File: src/rtl/dht11_pkg.sv
// Shared types and protocol timing for the DHT11 responder.
// Durations are in microseconds; the frame is 4 data bytes plus a checksum.
package dht11_pkg;

  typedef enum logic [2:0] {
    ST_IDLE,
    ST_HOST_LOW,
    ST_WAIT_REL,
    ST_RESP_LOW,
    ST_RESP_HIGH,
    ST_BIT_LOW,
    ST_BIT_HIGH,
    ST_END_LOW
  } state_t;

  localparam int T_WAIT_REL  = 30;
  localparam int T_RESP      = 80;
  localparam int T_BIT_LOW   = 50;
  localparam int T_BIT0_HIGH = 26;
  localparam int T_BIT1_HIGH = 70;
  localparam int T_END       = 50;
  localparam int FRAME_BITS  = 40;

  function automatic logic [7:0] checksum(input logic [7:0] a, input logic [7:0] b,
                                          input logic [7:0] c, input logic [7:0] d);
    return a + b + c + d;
  endfunction

  // States in which the responder holds the line low.
  function automatic logic drive_for(input state_t s);
    return (s == ST_RESP_LOW) || (s == ST_BIT_LOW) || (s == ST_END_LOW);
  endfunction

endpackage

File: src/rtl/dht11_responder_if.sv
// Single-wire line plus sensor data bytes and frame status.
interface dht11_responder_if;
  logic       dq_in;
  logic       dq_drive_low;
  logic [7:0] hum_int;
  logic [7:0] hum_dec;
  logic [7:0] temp_int;
  logic [7:0] temp_dec;
  logic       busy;
  logic       frame_done;

  modport master (
    output dq_in, hum_int, hum_dec, temp_int, temp_dec,
    input  dq_drive_low, busy, frame_done
  );

  modport slave (
    input  dq_in, hum_int, hum_dec, temp_int, temp_dec,
    output dq_drive_low, busy, frame_done
  );
endinterface

File: src/rtl/dht11_us_tick.sv
// Microsecond prescaler: tick pulses on the last clk of each TICK_DIV-cycle period.
module dht11_us_tick #(
  parameter int TICK_DIV = 50
) (
  input  logic clk,
  input  logic reset,
  input  logic clr,
  output logic tick
);
  localparam int CW = (TICK_DIV > 1) ? $clog2(TICK_DIV) : 1;
  localparam logic [CW-1:0] TC = CW'(TICK_DIV - 1);

  logic [CW-1:0] cnt_reg;

  always_ff @(posedge clk or negedge reset) begin
    if (!reset)
      cnt_reg <= '0;
    else if (clr || cnt_reg == TC)
      cnt_reg <= '0;
    else
      cnt_reg <= cnt_reg + 1'b1;
  end

  assign tick = (cnt_reg == TC);
endmodule

File: src/rtl/dht11_responder.sv
// DHT11 sensor emulator: waits for a long host low pulse, then answers with the
// presence handshake and a 40-bit MSB-first frame ending in a byte checksum.
module dht11_responder
  import dht11_pkg::*;
#(
  parameter int TICK_DIV     = 50,
  parameter int START_MIN_US = 18000
) (
  input  logic               clk,
  input  logic               reset,
  dht11_responder_if.slave   bus
);
  localparam int US_W = $clog2(START_MIN_US + 128);
  localparam logic [US_W-1:0] START_MIN = US_W'(START_MIN_US);

  state_t                  state_reg, state_next;
  logic                    dq_meta_reg, dq_s_reg;
  logic                    armed_reg;
  logic [US_W-1:0]         us_cnt_reg;
  logic [5:0]              bit_idx_reg;
  logic [FRAME_BITS-1:0]   shift_reg;
  logic                    drive_reg, busy_reg, done_reg;
  logic                    tick, clr;
  logic                    accept, bit_done, release_now;
  logic [US_W-1:0]         phase_len;
  logic                    phase_end;

  dht11_us_tick #(.TICK_DIV(TICK_DIV)) u_tick (
    .clk   (clk),
    .reset (reset),
    .clr   (clr),
    .tick  (tick)
  );

  always_ff @(posedge clk or negedge reset) begin
    if (!reset) begin
      dq_meta_reg <= 1'b1;
      dq_s_reg    <= 1'b1;
    end else begin
      dq_meta_reg <= bus.dq_in;
      dq_s_reg    <= dq_meta_reg;
    end
  end

  always_comb begin
    phase_len = '0;
    case (state_reg)
      ST_WAIT_REL:  phase_len = US_W'(T_WAIT_REL);
      ST_RESP_LOW,
      ST_RESP_HIGH: phase_len = US_W'(T_RESP);
      ST_BIT_LOW:   phase_len = US_W'(T_BIT_LOW);
      ST_BIT_HIGH:  phase_len = shift_reg[FRAME_BITS-1] ? US_W'(T_BIT1_HIGH) : US_W'(T_BIT0_HIGH);
      ST_END_LOW:   phase_len = US_W'(T_END);
      default:      phase_len = '0;
    endcase
    phase_end = tick && (us_cnt_reg == phase_len - 1'b1);
  end

  always_comb begin
    state_next = state_reg;
    accept     = 1'b0;
    bit_done   = 1'b0;
    case (state_reg)
      ST_IDLE: begin
        // Arming requires the line to have been seen high first, so a line
        // left low at frame end does not look like a fresh start pulse.
        if (armed_reg && !dq_s_reg)
          state_next = ST_HOST_LOW;
      end
      ST_HOST_LOW: begin
        if (dq_s_reg) begin
          if (us_cnt_reg >= START_MIN) begin
            state_next = ST_WAIT_REL;
            accept     = 1'b1;
          end else begin
            state_next = ST_IDLE;
          end
        end
      end
      ST_WAIT_REL:  if (phase_end) state_next = ST_RESP_LOW;
      ST_RESP_LOW:  if (phase_end) state_next = ST_RESP_HIGH;
      ST_RESP_HIGH: if (phase_end) state_next = ST_BIT_LOW;
      ST_BIT_LOW:   if (phase_end) state_next = ST_BIT_HIGH;
      ST_BIT_HIGH: begin
        if (phase_end) begin
          bit_done   = 1'b1;
          state_next = (bit_idx_reg == 6'(FRAME_BITS - 1)) ? ST_END_LOW : ST_BIT_LOW;
        end
      end
      ST_END_LOW:   if (phase_end) state_next = ST_IDLE;
      default:      state_next = ST_IDLE;
    endcase
  end

  assign clr         = (state_next != state_reg);
  assign release_now = (state_reg == ST_IDLE) && drive_reg;

  always_ff @(posedge clk or negedge reset) begin
    if (!reset) begin
      state_reg   <= ST_IDLE;
      armed_reg   <= 1'b0;
      us_cnt_reg  <= '0;
      bit_idx_reg <= '0;
      shift_reg   <= '0;
      drive_reg   <= 1'b0;
      busy_reg    <= 1'b0;
      done_reg    <= 1'b0;
    end else begin
      state_reg <= state_next;
      armed_reg <= (state_reg == ST_IDLE) ? (armed_reg | dq_s_reg) : 1'b0;

      if (clr)
        us_cnt_reg <= '0;
      else if (tick && !(state_reg == ST_HOST_LOW && us_cnt_reg == START_MIN))
        us_cnt_reg <= us_cnt_reg + 1'b1;

      if (accept) begin
        shift_reg   <= {bus.hum_int, bus.hum_dec, bus.temp_int, bus.temp_dec,
                        checksum(bus.hum_int, bus.hum_dec, bus.temp_int, bus.temp_dec)};
        bit_idx_reg <= '0;
      end else if (bit_done) begin
        shift_reg   <= {shift_reg[FRAME_BITS-2:0], 1'b0};
        bit_idx_reg <= bit_idx_reg + 1'b1;
      end

      // The line output lags the state by one cycle; frame_done and the busy
      // drop are aligned with that lagged release rather than the state change.
      drive_reg <= drive_for(state_reg);
      done_reg  <= release_now;
      if (accept)
        busy_reg <= 1'b1;
      else if (release_now)
        busy_reg <= 1'b0;
    end
  end

  assign bus.dq_drive_low = drive_reg;
  assign bus.busy         = busy_reg;
  assign bus.frame_done   = done_reg;
endmodule

File: src/flat_wrapper.sv
// flat-port wrapper written by rule: the top's interface ports become plain ports
module dht11_responder_flat import dht11_pkg::*;
#(
  parameter int TICK_DIV     = 50,
  parameter int START_MIN_US = 18000
)
  (clk, reset, bus_dq_in, bus_hum_int, bus_hum_dec, bus_temp_int, bus_temp_dec, bus_dq_drive_low, bus_busy, bus_frame_done);
  dht11_responder_if bus_i ();
  input  logic clk;
  input  logic reset;
  input wire logic [$bits(bus_i.dq_in)-1:0] bus_dq_in;
  input wire logic [$bits(bus_i.hum_int)-1:0] bus_hum_int;
  input wire logic [$bits(bus_i.hum_dec)-1:0] bus_hum_dec;
  input wire logic [$bits(bus_i.temp_int)-1:0] bus_temp_int;
  input wire logic [$bits(bus_i.temp_dec)-1:0] bus_temp_dec;
  output wire logic [$bits(bus_i.dq_drive_low)-1:0] bus_dq_drive_low;
  output wire logic [$bits(bus_i.busy)-1:0] bus_busy;
  output wire logic [$bits(bus_i.frame_done)-1:0] bus_frame_done;
  assign bus_i.dq_in = bus_dq_in;
  assign bus_i.hum_int = bus_hum_int;
  assign bus_i.hum_dec = bus_hum_dec;
  assign bus_i.temp_int = bus_temp_int;
  assign bus_i.temp_dec = bus_temp_dec;
  assign bus_dq_drive_low = bus_i.dq_drive_low;
  assign bus_busy = bus_i.busy;
  assign bus_frame_done = bus_i.frame_done;
  dht11_responder #(.TICK_DIV(TICK_DIV), .START_MIN_US(START_MIN_US)) u_core (.clk(clk), .reset(reset), .bus(bus_i));
endmodule
File: config.mk
export PLATFORM = sky130hd
export DESIGN_NAME = dht11_responder_flat
export DESIGN_NICKNAME = d
export VERILOG_FILES = /design/src/rtl/dht11_pkg.sv /design/src/rtl/dht11_responder_if.sv /design/src/rtl/dht11_us_tick.sv /design/src/rtl/dht11_responder.sv /design/src/flat_wrapper.sv
export SDC_FILE = /design/constraint.sdc
export NUM_CORES = 1
export LEC_CHECK = 0
export BUFFER_PORTS_ARGS = -buffer_cell sky130_fd_sc_hd__buf_2
export CORE_ASPECT_RATIO = 0.6
export CORE_MARGIN = 5
export CORE_UTILIZATION = 67
export CTS_BUF_LIST = sky130_fd_sc_hd__clkbuf_8
export DETAILED_ROUTE_END_ITERATION = 8
export GPL_ROUTABILITY_DRIVEN = 0
export PLACE_DENSITY = 0.9
export SETUP_SLACK_MARGIN = 0.2
export SYNTH_ARGS = -nofsm -noshare
export SYNTH_HDL_FRONTEND = slang
export SYNTH_SLANG_ARGS = --single-unit
File: constraint.sdc
create_clock -name clk -period 7.95 [get_ports clk]
set_clock_uncertainty 0.1 [all_clocks]
set_input_delay 0.795 -clock clk [delete_from_list [all_inputs] [get_ports clk]]
set_output_delay 0.795 -clock clk [all_outputs]
set_load 0.05 [all_outputs]
==> Yosys cells after proc, flatten, opt, wreduce, memory -nomap -nowiden <==
Index checks and enable logic that the tools add are counted.
{ "op_classes": {"add_sub_neg": 7, "mul": 0, "reduce_logical": 16, "div": 0, "eq_ne": 12, "mux": 28, "bitwise": 1, "shift": 0, "magnitude_cmp": 1} }
{ "op_table": {"columns": ["op", "n"], "rows": [
  ["two-way mux 40 bit", 2],
  ["one-hot mux 15 bit (4 select lines)", 1],
  ["two-way mux 15 bit", 2],
  ["adder 8 bit", 3],
  ["two-way mux 3 bit", 8],
  ["one-hot mux 3 bit (8 select lines)", 1],
  ["two-way mux 6 bit", 3],
  ["adder 15 x 1 -> 15 bit (second input constant)", 1],
  ["equality test 15 bit", 1],
  ["equality test 15 bit (second input constant)", 1],
  ["greater-or-equal comparator 15 bit (second input constant)", 1],
  ["subtractor 15 x 1 -> 15 bit (second input constant)", 1],
  ["adder 6 x 1 -> 6 bit (second input constant)", 2],
  ["equality test 3 bit (second input constant)", 4],
  ["equality test 6 bit (second input constant)", 2],
  ["two-way mux 1 bit", 8],
  ["two-way mux 7 bit", 1],
  ["equality test 3 x 2 -> 1 bit (second input constant)", 2],
  ["nonzero test 2 bit", 3],
  ["logical AND 1 bit", 5],
  ["two-way mux 2 bit", 2],
  ["OR reduction 2 bit", 2],
  ["equality test 3 x 1 -> 1 bit (second input constant)", 1],
  ["zero test 3 bit", 1],
  ["4 further kinds", 7]
]} }
{ "totals": {"latchBits": 0, "rom_bits": 0, "inputBits": 35, "n_memories": 0, "ff_bits": 76, "mem_bits_rw": 0, "word_cells": 76, "out_inout_bits": 3} }

==> Longest topological paths before layout <==
Gate-level depths: netlist (run 1).
{ "depth": {"depth_word": 11, "mapped_depth": 13, "depth_no_buf": 11} }

==> Hierarchy <==
Synthesis (run 1) repeated with hierarchy kept, for this count alone.
{ "unflattened": {"hier_cells": 424, "area_unflattened_um2": 4511.8} }
{ "by_module_without_submodules": {"columns": ["mod", "n_inst", "area_per_inst_um2", "cells_per_inst", "seq_area_each_um2"], "rows": [
  ["dht11_responder", 1, 4230.3, 398, 1754.2],
  ["dht11_us_tick", 1, 281.5, 26, 150.1]
]} }

==> Worst setup path after synthesis (run 1) <==
No wires, ideal clock.
{ "synth_timing": {"path_type": "reg2reg", "startpoint": "register u_core.state_reg[1]", "endpoint": "register u_core.shift_reg[30]", "path_buffers": 3, "arrival_ps": 3067, "setup_ps": 126, "slack_ps": 4657, "stages_incl_launch_ff": 13, "cell_sequence": "dfrtp_1 > or2_2 > buf_6 > inv_1 > ha_1 > xor2_1 > nand3_1 > or4b_1 > or4_1 > buf_2 > buf_2 > and3_1 > a221o_1"} }
{ "synth_via": {"elab_chain_len": 9, "elab_cells_between_ends": 18, "classes_between": "add/sub: 1; eq/ne: 8; mux: 5; reduce/logical: 4"} }
{ "synth_rtl": {"columns": ["item", "line", "text"], "rows": [
  ["from (decl)", "dht11_responder.sv:16", "state_t state_reg, state_next;"],
  ["from (signal assigned)", "dht11_responder.sv:109", "state_reg <= state_next;"],
  ["equality test 3 bit / equality test 3 x 2 -> 1 bit (equally long branches)", "dht11_responder.sv:47", "case (state_reg)"],
  ["OR reduction 2 bit (on tied branches)", null, null],
  ["one-hot mux 15 bit (4 select lines)", "dht11_responder.sv:47", null],
  ["subtractor 15 x 1 -> 15 bit", "dht11_responder.sv:56", "phase_end = tick && (us_cnt_reg == phase_len - 1'b1);"],
  ["equality test 15 bit", "dht11_responder.sv:56", null],
  ["logical AND 1 bit", "dht11_responder.sv:56", null],
  ["two-way mux 1 bit", "dht11_responder.sv:85", "if (phase_end) begin"],
  ["two-way mux 1 bit", "dht11_responder.sv:63", "case (state_reg)"],
  ["nonzero test 2 bit (no source line)", null, null],
  ["to (signal assigned)", "dht11_responder.sv:118", "shift_reg <= {bus.hum_int, bus.hum_dec, bus.temp_int, bus.temp_dec,"],
  ["to (signal assigned)", "dht11_responder.sv:122", "shift_reg <= {shift_reg[FRAME_BITS-2:0], 1'b0};"],
  ["to (decl)", "dht11_responder.sv:21", "logic [FRAME_BITS-1:0] shift_reg;"]
]} }
Parallel ways exist; a longest one is shown, timed or not.
A chain may end at the register's enable or synchronous reset.

==> Worst setup path after layout (run 1) <==
{ "layout_timing": {"startpoint": "register u_core.state_reg[0]", "endpoint": "register u_core.bit_idx_reg[5]"} }
{ "layout_via": {"elab_chain_len": 9, "elab_cells_between_ends": 18, "classes_between": "add/sub: 1; eq/ne: 8; mux: 5; reduce/logical: 4"} }
{ "layout_rtl": {"columns": ["item", "line", "text"], "rows": [
  ["equality test 3 bit / equality test 3 x 2 -> 1 bit (equally long branches)", "dht11_responder.sv:47", null],
  ["OR reduction 2 bit (on tied branches)", null, null],
  ["one-hot mux 15 bit (4 select lines)", "dht11_responder.sv:47", null],
  ["subtractor 15 x 1 -> 15 bit", "dht11_responder.sv:56", null],
  ["equality test 15 bit", "dht11_responder.sv:56", null],
  ["logical AND 1 bit", "dht11_responder.sv:56", null],
  ["two-way mux 1 bit", "dht11_responder.sv:85", null],
  ["two-way mux 1 bit", "dht11_responder.sv:63", null],
  ["nonzero test 2 bit (no source line)", null, null],
  ["to (signal assigned)", "dht11_responder.sv:123", "bit_idx_reg <= bit_idx_reg + 1'b1;"],
  ["to (decl)", "dht11_responder.sv:20", "logic [5:0] bit_idx_reg;"]
]} }
Parallel ways exist; a longest one is shown, timed or not.

==> results of run 1 <==
==> power groups by stage <==
| stage | Combinational, mW | Clock, mW | Sequential, mW |
|---|---|---|---|
| floorplan | 0.0984 | 0 | 0.416 |
| global placement | 0.140 | 0 | 0.421 |
| detailed placement | 0.149 | 0 | 0.423 |
| CTS | 0.155 | 0.392 | 0.415 |
| global route | 0.170 | 0.409 | 0.418 |
| finish | 0.155 | 0.391 | 0.415 |
==> final cells by class <==
| class | count | area share |
|---|---|---|
| sequential | 76 | 0.3912 |
| timing repair buffer | 40 | 0.04318 |
| inverter | 14 | 0.01079 |
| tap | 84 | 0.02159 |
| multi-input combinational | 322 | 0.4788 |
| clock inverter | 6 | 0.02621 |
| clock buffer | 10 | 0.02827 |
==> critical path, cell delays in order, from the launching register on <==
cell	delay, ns
dfrtp_1	0.67
mux2i_1	0.37
ha_1	0.30
nor3b_1	0.29
mux2i_1	0.23
o2111ai_1	0.25
or4_1	0.96
or4_1	0.63
o21ai_0	0.14
==> per-stage QoR <==
step,setup WS (ns),power [mW],cell area (sq um),cells
detailed placement,4.045,0.5720,4603,536
global route,3.702,0.9969,4868,552
floorplan,4.657,0.5147,4380,434
finish,3.895,0.9611,4868,552
CTS,3.981,0.9620,4868,552
global placement,4.206,0.5610,4603,536
==> per-layer routing <==
metal / routed length (um) / global-route usage / up-vias / part of all wire
li1: - / - / 1591 / -
met1: 4583 / 0.3867 / 1767 / 0.44
met3: 947 / 0.06379 / 21 / 0.091
met5: 0 / 0 / - / 0
met2: 4765 / 0.4133 / 162 / 0.46
met4: 137 / 0.07510 / 0 / 0.013
==> cell usage in the layout (no fill, tap or decap), drive strengths merged, types with 3 or more instances in the layout <==
cell	netlist	layout
nor2	40	40
clkbuf	12	10
nor3b	3	3
bufinv	0	4
and3	22	22
or3	4	4
nand2	43	43
a21oi	12	12
nor3	4	4
inv	14	16
o21ai	30	30
xnor2	23	23
nor4	3	3
o2111ai	3	3
nand2b	3	3
mux2i	22	22
ha	14	14
nor2b	6	6
or4	6	6
xor2	11	11
a21o	3	3
fa	14	14
nand3	12	12
dfrtp	74	74
buf	10	40
a221o	17	17
==> worst paths after layout <==
path	start	end	slack [ns]	cells past startpoint
max	u_core.state_reg[0]	u_core.bit_idx_reg[5]	3.90	8
min	u_core.dq_meta_reg	u_core.dq_s_reg	0.26	0
max reg2reg	u_core.state_reg[0]	u_core.bit_idx_reg[5]	3.90	8
min reg2reg	u_core.dq_meta_reg	u_core.dq_s_reg	0.26	0
max in group asynchronous	reset	u_core.shift_reg[8]	6.67	1
min in group asynchronous	reset	u_core.shift_reg[27]	0.48	1
==> cell families after synthesis <==
| family | count (synthesis) |
|---|---|
| simple gates | 156 |
| compound gates | 82 |
| flops | 76 |
| buf+inv | 36 |
| xor+xnor | 34 |
| fa+ha+maj | 28 |
| mux | 22 |
==> impl_metrics.env, run 1 <==
export IMPL_required_ns=8.10
export IMPL_synth_simple_area_share=0.1771
export IMPL_synth_compound_area_frac=0.1314
export IMPL_initial_core_util=0.7041
export IMPL_synth_xor_area_frac=0.06798
export IMPL_die_h_um=72.63
export IMPL_synth_area_sq_mm=0.004380
export IMPL_power_switching_uw=247.0
export IMPL_setup_violations=0
export IMPL_period_share=0.5101
export IMPL_hold_ws_ns=0.2573
export IMPL_ios=38
export IMPL_post_synth_top_count_cell="dfrtp_1"
export IMPL_slew_viol_final=0
export IMPL_fin_setup_tns_ns=0
export IMPL_die_w_um=114.4
export IMPL_grt_pass1_vias=3531
export IMPL_grt_max_degree=77
export IMPL_p_int_uw=714.1
export IMPL_cts_made_buffers=9
export IMPL_cts_buffer_depth=2
export IMPL_synth_flop_cell="dfrtp_1"
export IMPL_ir_worst_vdd_mv=0.1184
export IMPL_cp_max_fo=26
export IMPL_synth_area_leaders="dfrtp_1 (42%), fa_1 (6.4%), mux2i_1 (5.0%), xnor2_1 (4.6%), ha_1 (4.0%)"
export IMPL_clkSinkCount=76
export IMPL_cp_end_kind="flip-flop"
export IMPL_vias=3541
export IMPL_core_sq_mm=0.006221
export IMPL_ys_ff_latch=76
export IMPL_overflow=0
export IMPL_ys_seq_area_frac=0.4347
export IMPL_synth_edf_count=0
export IMPL_regArea_sq_mm=0.001904
export IMPL_post_dp_hpwl_mm=7.149
export IMPL_max_freq_mhz=246.6
export IMPL_fin_crit_ns=4.055
export IMPL_utilization=0.7826
export IMPL_async_flop_share=1.000
export IMPL_arrival_ns=4.21
export IMPL_cts_tree="built"
export IMPL_switching_share=0.2570
export IMPL_multiInputGateArea_sq_mm=0.002331
export IMPL_pwr_share_comb=0.161
export IMPL_synth_cell_types=51
export IMPL_leakage_nw=2.167
export IMPL_clock_latency_ns=0.36
export IMPL_drive_above_1_share=0.1303
export IMPL_timing_slew_headroom=0.2860
export IMPL_cts_resized_gates=0
export IMPL_clock_root_buffer="clkbuf_8"
export IMPL_dr_first_iter_drc_count=378
export IMPL_maxCapViolations=0
export IMPL_cts_setup_buffers=0
export IMPL_fillers=410
export IMPL_syn_num_nets=497
export IMPL_pwr_share_seq=0.432
export IMPL_syn_avg_cell_area_sq_um=10.09
export IMPL_wirelength_mm=10.43
export IMPL_fin_nets=526
export IMPL_synth_adder_area_share=0.1040
export IMPL_tightest_slew_ns=1.064
export IMPL_synth_top_family_by_area="simple AND/OR/NAND/NOR gates"
export IMPL_drt_pass1_iterations=6
export IMPL_cts_max_level=3
export IMPL_numPortBuffers=37
export IMPL_hold_class="flip-flop to flip-flop"
export IMPL_yosys_warnings=0
export IMPL_largest_reg_flops=40
export IMPL_p_per_area_mw_per_mm2=197.4
export IMPL_drc=0
export IMPL_startpoint_type="flip-flop"
export IMPL_clkTransAtPathRegs_ns=0.08
export IMPL_run_status="completed"
export IMPL_track_usage=0.2693
export IMPL_path_class="flip-flop to flip-flop"
export IMPL_syn_to_final_growth_pct=11.14
export IMPL_insertedDiodeCount=0
export IMPL_synth_mux_area_frac=0.05027
export IMPL_dieArea_sq_mm=0.008308
export IMPL_clkPwrFrac=0.407
export IMPL_hold_viol=0
export IMPL_hold_buffers=0
export IMPL_synth_largest_area_cell="dfrtp_1"
export IMPL_grt_pass1_wl_mm=17.51
export IMPL_viasPerCell=6.415
export IMPL_postSynthCellCount=434
export IMPL_synthTopCellsByCount="dfrtp_1 (74), nand2_1 (43), nor2_1 (40)"
export IMPL_wire_per_inst_um=18.90
export IMPL_rows=22
export IMPL_drtAntennaViolNets=0
export IMPL_yosysTopAreaCellShare=0.4227
export IMPL_grt_setup_unrepaired="false"
export IMPL_antenna_found_initial=0
No activity file was read; power rests on OpenSTA's default activity.
==> inputs of run 2 (changes only) <==
--- a/config.mk
+++ b/config.mk
@@ -8,11 +8,11 @@
 export BUFFER_PORTS_ARGS = -buffer_cell sky130_fd_sc_hd__buf_2
 export CORE_ASPECT_RATIO = 0.6
 export CORE_MARGIN = 5
-export CORE_UTILIZATION = 67
+export CORE_UTILIZATION = 62
 export CTS_BUF_LIST = sky130_fd_sc_hd__clkbuf_8
 export DETAILED_ROUTE_END_ITERATION = 8
 export GPL_ROUTABILITY_DRIVEN = 0
-export PLACE_DENSITY = 0.9
+export PLACE_DENSITY = 0.84
 export SETUP_SLACK_MARGIN = 0.2
 export SYNTH_ARGS = -nofsm -noshare
 export SYNTH_HDL_FRONTEND = slang
==> constraint.sdc (replaced) <==
create_clock -name clk -period 4 [get_ports clk]
set_clock_uncertainty 0.1 [all_clocks]
set_input_delay 0.4 -clock clk [delete_from_list [all_inputs] [get_ports clk]]
set_output_delay 0.4 -clock clk [all_outputs]
set_load 0.05 [all_outputs]
==> impl_metrics.env, run 2 (same netlist as run 1, synthesis figures left out) <==
export IMPL_run_status="completed"
export IMPL_vias=3454
export IMPL_core_sq_mm=0.006763
export IMPL_power_mw=1.672
export IMPL_cts_setup_buffers=0
export IMPL_overflow=0
export IMPL_multiInputGateArea_sq_mm=0.002335
export IMPL_dieArea_sq_mm=0.008902
export IMPL_ios=38
export IMPL_grt_max_degree=77
export IMPL_regArea_sq_mm=0.001904
export IMPL_die_w_um=118.5
export IMPL_layout_setup_ws_ns=0.4698
export IMPL_required_ns=4.14
export IMPL_r2r_cells=10
export IMPL_startpoint_type="flip-flop"
export IMPL_fin_nets=531
export IMPL_layout_common_cells="dfrtp_1 (74), nand2_1 (43), nor2_1 (40)"
export IMPL_pwr_share_seq=0.492
export IMPL_wire_per_inst_um=18.24
export IMPL_tightest_slew_ns=0.9408
export IMPL_drtAntennaViolNets=0
export IMPL_clkSinkCount=76
export IMPL_track_usage=0.2503
export IMPL_worstPathCellList="or2_2, inv_1, ha_1, xor2_1, nand3_1, or4b_1, or4_4, buf_4, and3_1, a221o_1"
export IMPL_max_freq_mhz=283.3
export IMPL_numPortBuffers=37
export IMPL_grt_pass1_wl_mm=17.27
export IMPL_ir_worst_vdd_mv=0.2557
export IMPL_fillers=491
export IMPL_timing_reg2reg_setup_slack_ns=0.47
export IMPL_p_per_area_mw_per_mm2=345.4
export IMPL_insertedDiodeCount=0
export IMPL_maxCapViolations=0
export IMPL_crit_path_end="u_core.shift_reg[30]"
export IMPL_drive_above_1_share=0.1395
export IMPL_drt_pass1_iterations=5
export IMPL_hold_buffers=0
export IMPL_antenna_found_initial=0
export IMPL_initial_core_util=0.6477
export IMPL_syn_to_final_growth_pct=10.54
export IMPL_setup_violations=0
export IMPL_leakage_nw=2.162
export IMPL_power_switching_uw=473.6
export IMPL_drc=0
export IMPL_grt_pass1_vias=3405
export IMPL_timing_slew_headroom=0.3728
export IMPL_cts_tree="built"
export IMPL_fin_crit_ns=3.530
export IMPL_cts_max_level=3
export IMPL_critPathLaunch="u_core.state_reg[2]"
export IMPL_design_area_sq_mm=0.004842
export IMPL_clkTransAtPathRegs_ns=0.07
export IMPL_p_int_mw=1.199
export IMPL_clkPwrFrac=0.324
export IMPL_cts_resized_gates=0
export IMPL_dr_first_iter_drc_count=327
export IMPL_hold_viol=0
export IMPL_die_h_um=75.11
export IMPL_period_share=0.8825
export IMPL_clock_root_buffer="clkbuf_8"
export IMPL_grt_setup_unrepaired="false"
export IMPL_pwr_share_comb=0.184
export IMPL_cp_max_fo=11
export IMPL_cts_made_buffers=9
export IMPL_path_class="flip-flop to flip-flop"
export IMPL_cp_end_kind="flip-flop"
export IMPL_r2r_end="u_core.shift_reg[30]"
export IMPL_dpl_cell_area_sq_mm=0.004657
export IMPL_rows=23
export IMPL_hold_class="input port to flip-flop"
export IMPL_mostFrequentLayoutCell="dfrtp_1"
export IMPL_cts_buffer_depth=2
export IMPL_switching_share=0.2832
export IMPL_cpPeakStageDelay_ns=0.58
export IMPL_slew_viol_final=0
export IMPL_r2r_start="u_core.state_reg[2]"
export IMPL_clock_latency_ns=0.36
export IMPL_pre_cts_slack_ns=0.3762
export IMPL_arrival_ns=3.67
export IMPL_viasPerCell=6.168
export IMPL_slowest_stage="or4_4"
export IMPL_largest_reg_flops=40
export IMPL_wirelength_mm=10.21
export IMPL_fin_setup_tns_ns=0
export IMPL_post_dp_hpwl_mm=7.435
[run 2: worst min path at each step]
| stage | endpoint | start | depth (start not counted) |
|---|---|---|---|
| global placement | u_core.dq_s_reg | u_core.dq_meta_reg | 0 |
| global route | u_core.dq_meta_reg | bus_dq_in | 1 |
| detailed placement | u_core.dq_s_reg | u_core.dq_meta_reg | 0 |
| CTS | u_core.dq_meta_reg | bus_dq_in | 1 |
| floorplan | u_core.armed_reg | reset | 0 |
| finish | u_core.dq_meta_reg | bus_dq_in | 1 |
[run 2: power by group through the flow]
stage / registers [mW] / logic (mW) / clock network (mW)
after detailed placement: 0.837 / 0.300 / 0
after global placement: 0.835 / 0.285 / 0
after global routing: 0.826 / 0.338 / 0.588
after CTS: 0.823 / 0.304 / 0.556
after floorplan: 0.827 / 0.196 / 0
final: 0.823 / 0.308 / 0.542
[run 2: through the flow]
| step | util | hold WS [ns] | instances |
|---|---|---|---|
| 2_1_floorplan | - | 0.004409 | 434 |
| 3_3_place_gp | 0.6886 | 0.2458 | 544 |
| 3_5_place_dp | 0.6886 | 0.2484 | 544 |
| 4_1_cts | 0.7154 | 0.02862 | 560 |
| 5_1_grt | 0.7160 | 0.01637 | 560 |
| 6_report | 0.7160 | 0.04851 | 560 |
[run 2: cell type report]
class / count / area share
inverter: 14 / 0.01085
multi-input combinational: 322 / 0.4822
sequential: 76 / 0.3933
tap: 87 / 0.02248
clock buffer: 12 / 0.03411
clock inverter: 4 / 0.003359
timing repair buffer: 45 / 0.05375
[run 2: critical path: cells and delay by family, from the launching register on]
family                   cells  cell delay [ns]
AND/OR/NAND/NOR              5             1.83
flip-flops                   1             0.48
buffers and inverters        2             0.36
AO/OA/AOI/OAI                1             0.26
adder cells (fa/ha/maj)      1             0.25
XOR/XNOR                     1             0.13
[run 2: metal layers]
metal  vias up  track usage  share of wire
met4         0      0.07170          0.016
met2       144       0.3570           0.42
li1       1599            -              -
met5         -            0              0
met3        22      0.08483          0.084
met1      1689       0.3677           0.48
